$ cat src/rtl/produce_spawner.sv
// Paced spawn-request generator: turns the LFSR byte stream into x/type/speed offers, capped by live-object count.
// Optional macro SPAWN_DIFFICULTY_EN adds the level port that shortens the reload gap.
module produce_spawner #(
    parameter int X_MIN      = 64,
    parameter int MIN_GAP    = 16,
    parameter int GAP_BITS   = 6,
    parameter int MAX_ACTIVE = 4
) (
    input  logic       clk,
    input  logic       reset,
    input  logic       enable,
    input  logic       frame_tick,
    input  logic [7:0] rand_in,
`ifdef SPAWN_DIFFICULTY_EN
    input  logic [1:0] level,
`endif
    output logic       spawn_valid,
    input  logic       spawn_ready,
    output logic [9:0] spawn_x,
    output logic [1:0] spawn_type,
    output logic [2:0] spawn_vel,
    output logic [2:0] active_count,
    input  logic       despawn
);

    typedef enum logic [2:0] {
        S_IDLE,
        S_RELOAD,
        S_WAIT,
        S_PICK_X,
        S_PICK_TV,
        S_OFFER
    } state_t;

    localparam logic [2:0] L_MAX   = 3'(MAX_ACTIVE);
    localparam logic [9:0] L_X_MIN = 10'(X_MIN);

    state_t      r_state;
    logic [15:0] r_gap_cnt;
    logic        r_valid;
    logic [9:0]  r_x;
    logic [1:0]  r_type;
    logic [2:0]  r_vel;
    logic [2:0]  r_count;

    logic [15:0] w_gap_load;
    logic        w_accept;
    logic        w_despawn_ok;

    always_comb begin
        w_gap_load = '0;
`ifdef SPAWN_DIFFICULTY_EN
        w_gap_load = 16'(MIN_GAP >> level) + 16'(rand_in[GAP_BITS-1:0] >> level);
`else
        w_gap_load = 16'(MIN_GAP) + 16'(rand_in[GAP_BITS-1:0]);
`endif
    end

    // The count follows the handshake itself, so the consumer and this block always agree.
    assign w_accept     = r_valid & spawn_ready;
    assign w_despawn_ok = despawn & (r_count != 3'd0);

    always_ff @(posedge clk or posedge reset) begin
        if (reset) begin
            r_state   <= S_IDLE;
            r_gap_cnt <= '0;
            r_valid   <= 1'b0;
            r_x       <= '0;
            r_type    <= '0;
            r_vel     <= '0;
            r_count   <= '0;
        end else begin
            if (w_accept && !w_despawn_ok && (r_count < L_MAX))
                r_count <= r_count + 3'd1;
            else if (!w_accept && w_despawn_ok)
                r_count <= r_count - 3'd1;

            if (!enable) begin
                r_state   <= S_IDLE;
                r_valid   <= 1'b0;
                r_gap_cnt <= '0;
            end else begin
                case (r_state)
                    S_IDLE: r_state <= S_RELOAD;
                    S_RELOAD: begin
                        r_gap_cnt <= w_gap_load;
                        r_state   <= S_WAIT;
                    end
                    S_WAIT: begin
                        if (r_gap_cnt == 16'd0) begin
                            if (r_count < L_MAX)
                                r_state <= S_PICK_X;
                        end else if (frame_tick) begin
                            r_gap_cnt <= r_gap_cnt - 16'd1;
                        end
                    end
                    S_PICK_X: begin
                        r_x     <= L_X_MIN + {1'b0, rand_in, 1'b0};
                        r_state <= S_PICK_TV;
                    end
                    S_PICK_TV: begin
                        r_type  <= rand_in[1:0];
                        r_vel   <= 3'd4 + {1'b0, rand_in[3:2]};
                        r_valid <= 1'b1;
                        r_state <= S_OFFER;
                    end
                    S_OFFER: begin
                        if (spawn_ready) begin
                            r_valid <= 1'b0;
                            r_state <= S_RELOAD;
                        end
                    end
                    default: begin
                        r_valid <= 1'b0;
                        r_state <= S_IDLE;
                    end
                endcase
            end
        end
    end

    assign spawn_valid  = r_valid;
    assign spawn_x      = r_x;
    assign spawn_type   = r_type;
    assign spawn_vel    = r_vel;
    assign active_count = r_count;

endmodule

$ cat config.mk
export PLATFORM = sky130hd
export DESIGN_NAME = produce_spawner
export DESIGN_NICKNAME = d
export VERILOG_FILES = /design/src/rtl/produce_spawner.sv
export SDC_FILE = /design/constraint.sdc
export NUM_CORES = 1
export LEC_CHECK = 0
export BUFFER_PORTS_ARGS = -buffer_cell sky130_fd_sc_hd__buf_4
export CORE_ASPECT_RATIO = 2
export CORE_UTILIZATION = 45
export CTS_BUF_LIST = sky130_fd_sc_hd__clkbuf_8
export DETAILED_ROUTE_END_ITERATION = 7
export PLACE_DENSITY = 0.77
export RECOVER_POWER = 100
export SLEW_MARGIN = 15
export SYNTH_ARGS = -nofsm -noshare
export SYNTH_HDL_FRONTEND = slang
export SYNTH_SLANG_ARGS = --single-unit
export TNS_END_PERCENT = 20
$ cat constraint.sdc
create_clock -name clk -period 2.4 [get_ports clk]
set_input_delay 0.36 -clock clk [delete_from_list [all_inputs] [get_ports clk]]
set_output_delay 0.36 -clock clk [all_outputs]
set_load 0.02 [all_outputs]
# Word-level counts from Yosys, hierarchy flattened

Index checks and enable logic that the tools add are counted.

Bitwise logic cells: 2
Muxes and demuxes: 14
Add/sub/neg operators: 6
$lt $le $gt $ge: 1
Reductions and logical operators: 15
Equal/unequal tests: 12

Operator list:

| kind                                                                     | count |
|---|---|
| 16-bit 2-to-1 mux                                                        | 3 |
| 16-bit case mux with 2 select lines                                      | 1 |
| 3-bit 2-to-1 mux                                                         | 6 |
| 3-bit case mux with 6 select lines                                       | 1 |
| 16-bit zero test                                                         | 1 |
| 16-bit by 1-bit subtractor with 16-bit output (second input constant)    | 1 |
| 3-bit inequality test (second input constant)                            | 5 |
| 7-bit by 9-bit adder with 10-bit output (first input constant)           | 1 |
| 5-bit by 6-bit adder with 7-bit output (first input constant)            | 1 |
| 3-bit by 2-bit equality test with 1-bit output (second input constant)   | 2 |
| 3-bit equality test (second input constant)                              | 2 |
| 2-bit AND reduction                                                      | 3 |
| 3-bit AND reduction                                                      | 2 |
| 4-bit OR reduction                                                       | 1 |
| 3-bit by 1-bit adder with 3-bit output (second input constant)           | 1 |
| 3-bit by 2-bit adder with 3-bit output (first input constant)            | 1 |
| 3-bit by 1-bit equality test with 1-bit output (second input constant)   | 1 |
| 1-bit logical AND                                                        | 3 |
| 3-bit zero test                                                          | 1 |
| 3-bit < comparator (second input constant)                               | 1 |
| 3-bit by 1-bit inequality test with 1-bit output (second input constant) | 1 |
| 1-bit case mux with 3 select lines                                       | 1 |
| 3-bit nonzero test                                                       | 1 |
| 3-bit by 1-bit subtractor with 3-bit output (second input constant)      | 1 |
| other kinds (5)                                                          | 8 |

Register bits after elaboration: 38
Output and inout bits: 19
Word-level logic and storage cells: 57

# Longest topological paths before layout

Depth in word-level cells: 6
Mapped depth: 8
Mapped depth without buffers: 8

# Least setup slack after synthesis

OpenSTA, ideal clock, no wires.

Path type: register to register
From: register r_gap_cnt[0]
To: register r_gap_cnt[0]
Slack: 508 ps
Period minus slack after synthesis: 1,892 ps
Arrival time: 1,763 ps
Cell stages (with the launch flop): 8
Required time: 2,272 ps
Cell sequence: dfrtp_1 > inv_1 > ha_1 > nor3b_1 > nand4b_4 > a21oi_4 > or2b_4 > o22ai_2

Longest elaborated chain between the ends: 5
Elaborated cells between the ends (all ways): 8
Classes of those cells: add/sub: 1; eq/ne: 1; mux: 4; reduce/logical: 2

RTL lines:

| what                                          | line | source |
|---|---|---|
| from (decl)                                   | 39   | `logic [15:0] r_gap_cnt;` |
| from (signal assigned)                        | 86   | `r_gap_cnt <= w_gap_load;` |
| from (signal assigned)                        | 94   | `r_gap_cnt <= r_gap_cnt - 16'd1;` |
| 16-bit by 1-bit subtractor with 16-bit output | 94   |  |
| 16-bit 2-to-1 mux                             | 93   | `end else if (frame_tick) begin` |
| 16-bit 2-to-1 mux                             | 90   | `if (r_gap_cnt == 16'd0) begin` |
| 16-bit case mux with 2 select lines           | 83   | `case (r_state)` |
| 16-bit 2-to-1 mux                             | 78   | `if (!enable) begin` |

Parallel ways exist; a longest one is shown, timed or not. The select of a mux whose other input is x is not followed.
A chain may end at the register's enable or synchronous reset.

# Final worst setup path

From: register r_gap_cnt[9]
To: register r_gap_cnt[5]

Longest elaborated chain between the ends: 3

RTL lines:

| what                                   | line |
|---|---|
| 16-bit zero test                       | 90 |
| 3-bit inequality test (no source line) | n/a |
| 3-bit AND reduction (no source line)   | n/a |

No other way between the ends.

==> qor.txt <==
Die ar. - 0.00476 mm²
Clock Latency Late Sink - 290 ps
Tcrit/Tclk final - 85.8%
Worst slew pin tran - 1070 ps
Via/cell ratio - 5.59
WL/cell - 14.4 µm
CTS buffer count - 5
Placed cells - 287
Detailed placement HPWL - 3210 µm
CTS clk-pin slew, worst paths - 70 ps
Root buffer cell - clkbuf_8
Die Wd - 49.3 µm
Peak supply drop - 0.000784 V
Sink of the worst hold path - spawn_x[6]$_DFFE_PP0P_
Cells after synthesis - 206
Hold path depth - 2
Area Overhead vs Synth - 15.5%
First-pass DRT Iterations - 4
CP Capture Type - flop
Proportion of layout cells with a drive suffix above 1 - 18.3%
Crit Reg-Reg Startpoint - r_gap_cnt[9]$_DFFE_PP0P_
First-pass GRT wire length - 7370 µm
Post-Layout Cell Count - 295
Postcts setup bufs - 0
#FFs+latches synth - 37
GP Congestion - 0.845
Die height - 96.5 µm
Syn avg cell area - 9.76 µm²
Initial Utilization - 46.8%
DR iter-0 viols - 39
Post-DRT Antenna Nets - 0
Pin count of the biggest net entering global routing - 38
Clock Skews - 6.12 ps
Final Core Density - 54.0%
Core Region - 0.00430 mm²
Setup TNS - 0 ps
TritonCTS clock tree - built
Post-synthesis sequential area ratio - 46.0%
Total routed wirelength - 4250 µm
Port Buffers - 31
Run status - complete, no violations
Most frequent cells in the layout - 37 x dfrtp_1, 26 x nor2_1, 18 x clkbuf_1, 15 x buf_4, 14 x o21ai_0
Final hold vios - 0
Number of buffers inserted by hold repair at cts - 0
Max Cap Viol - 0
Synthesized net count - 224
CP Data Arrival Time - 2230 ps
Tmin final - 2060 ps
Clock Sinks - 37
Synth Warn # - 0
Power per cell area - 1190 mW/mm²
Row cnt - 34
RSZ-0062 raised after global routing - false
Most common cell after layout, fill and taps aside - dfrtp_1
Vias in the first global route - 1650
Final Slew Violations - 0
Initial antenna violation count - 0
Leakage - 0.987 nW
Worst setup path class - flop to flop
Synth unique cells - 48
Reg-to-Reg End - r_gap_cnt[5]$_DFFE_PP0P_
Worst-case reg-to-reg path depth - 5
Slew margin rel. - 27.3%
Critical Path RT - 2570 ps
CTS Buffer Depth - 2
Startpoint Class - flop
Vias post-DR - 1648
Hold_sp - rand_in[5]
Final Net Count - 258
GRT Total Usage - 20.3%
DRC viols - 0
Final-report setup violation count - 0
Overflow after GRT - 0
Mapped Area - 0.00201 mm²
H-tree Lvls - 2
Post-CTS resize count - 0
Flop2flop setup slack - 340 ps
# IOs - 33
Diode count - 0
Max Fclk - 486 MHz
Hold Path Class - input pin to flop
Max FO, Critical Path - 9
==> sequential cells by signal (all words and copies together), names as in the netlist <==
register	count
active_count	3
r_gap_cnt	16
r_state	3
spawn_type	2
spawn_valid	1
spawn_vel	3
spawn_x	9
==> cells in the mapped netlist (all sizes together) <==
cell type   n  share of area (%)
a211oi      3                1.1
a21oi      13                3.8
a2bb2oi     1               0.44
a311oi      1               0.75
a31oi       2               0.62
a32oi       1               0.44
and2        2               0.62
and3        2               0.62
buf         4                1.2
clkbuf      4               0.75
conb        1               0.19
dfrtp      37                 46
fa          1                1.0
ha          3                1.9
inv         7                1.3
mux2       10                5.6
mux2i       1               0.50
nand2      13                2.4
nand2b      2               0.62
nand3       5                1.2
nand4       6                1.9
nand4b      2                1.6
nor2       26                4.9
nor3        8                2.0
nor3b       4                1.5
nor4        3               0.93
nor4b       2                1.2
o211ai      1               0.37
o21ai      18                4.9
o221ai      1               0.44
o22ai       3                1.2
o31ai       1               0.37
or2         1               0.31
or2b        1               0.56
or3         3                1.0
or3b        1               0.44
or4         2               0.93
xnor2       2               0.87
xor2        8                3.5
==> kinds of logic after synthesis <==
| logic type | synth area share, % |
|---|---|
| flip-flops | 46.0 |
| XOR/XNOR | 4.36 |
| multiplexers | 6.10 |
| AO/OA/AOI/OAI | 14.4 |
| adder cells (fa/ha/maj) | 2.86 |
| buffers and inverters | 3.30 |
| AND/OR/NAND/NOR | 22.7 |
| other | 0.187 |
==> cell type report <==
cell class                 instances  area (µm²)
clock buffer                       7        96.3
clock inverter                     1        5.00
fill                             430        1970
inverter                           7        26.3
multi-input combinational        154        1010
sequential                        37         926
tap                               54        67.6
timing repair buffer              35         193
==> critical path: stages, from the launching register on <==
cell and delay [ps]:
dfrtp_1 440, nor4_1 610, nand4b_4 200, a21oi_4 270, or2b_1 280, o21ai_0 130
==> metal layers <==
layer | track usage, % | vias to the layer above | part of all wire [%]
li1 | - | 800 | -
met1 | 20.3 | 808 | 38
met5 | 0 | - | 0
met2 | 39.5 | 30 | 58
met3 | 2.97 | 10 | 2.2
met4 | 10.5 | 0 | 2.5
==> report_power, final <==
part	internal (mW)	total, mW	switching [mW]	leakage (nW)
logic	0.492	1.24	0.747	0.454
clock network	0.259	0.473	0.214	0.0542
registers	0.838	1.06	0.225	0.479
==> worst max path at each step <==
stage / from / endpoint / cells after the start
finish: r_gap_cnt[9]$_DFFE_PP0P_ / r_gap_cnt[5]$_DFFE_PP0P_ / 5
CTS: r_gap_cnt[0]$_DFFE_PP0P_ / r_gap_cnt[14]$_DFFE_PP0P_ / 7
floorplan: r_gap_cnt[0]$_DFFE_PP0P_ / r_gap_cnt[0]$_DFFE_PP0P_ / 7
global route: r_gap_cnt[9]$_DFFE_PP0P_ / r_gap_cnt[5]$_DFFE_PP0P_ / 5
detailed placement: r_gap_cnt[0]$_DFFE_PP0P_ / r_gap_cnt[14]$_DFFE_PP0P_ / 7
global placement: r_gap_cnt[0]$_DFFE_PP0P_ / r_gap_cnt[14]$_DFFE_PP0P_ / 7
==> metrics by stage <==
stage	hold WS, ps	instance area [µm²]	power [mW]	setup WS, ps
2_1_floorplan	471	2010	1.98	508
3_3_place_gp	456	2300	2.41	453
3_5_place_dp	461	2300	2.44	443
4_1_cts	196	2400	2.92	432
5_1_grt	309	2320	2.98	142
6_report	296	2320	2.77	340
No activity file was read; power rests on OpenSTA's default activity.
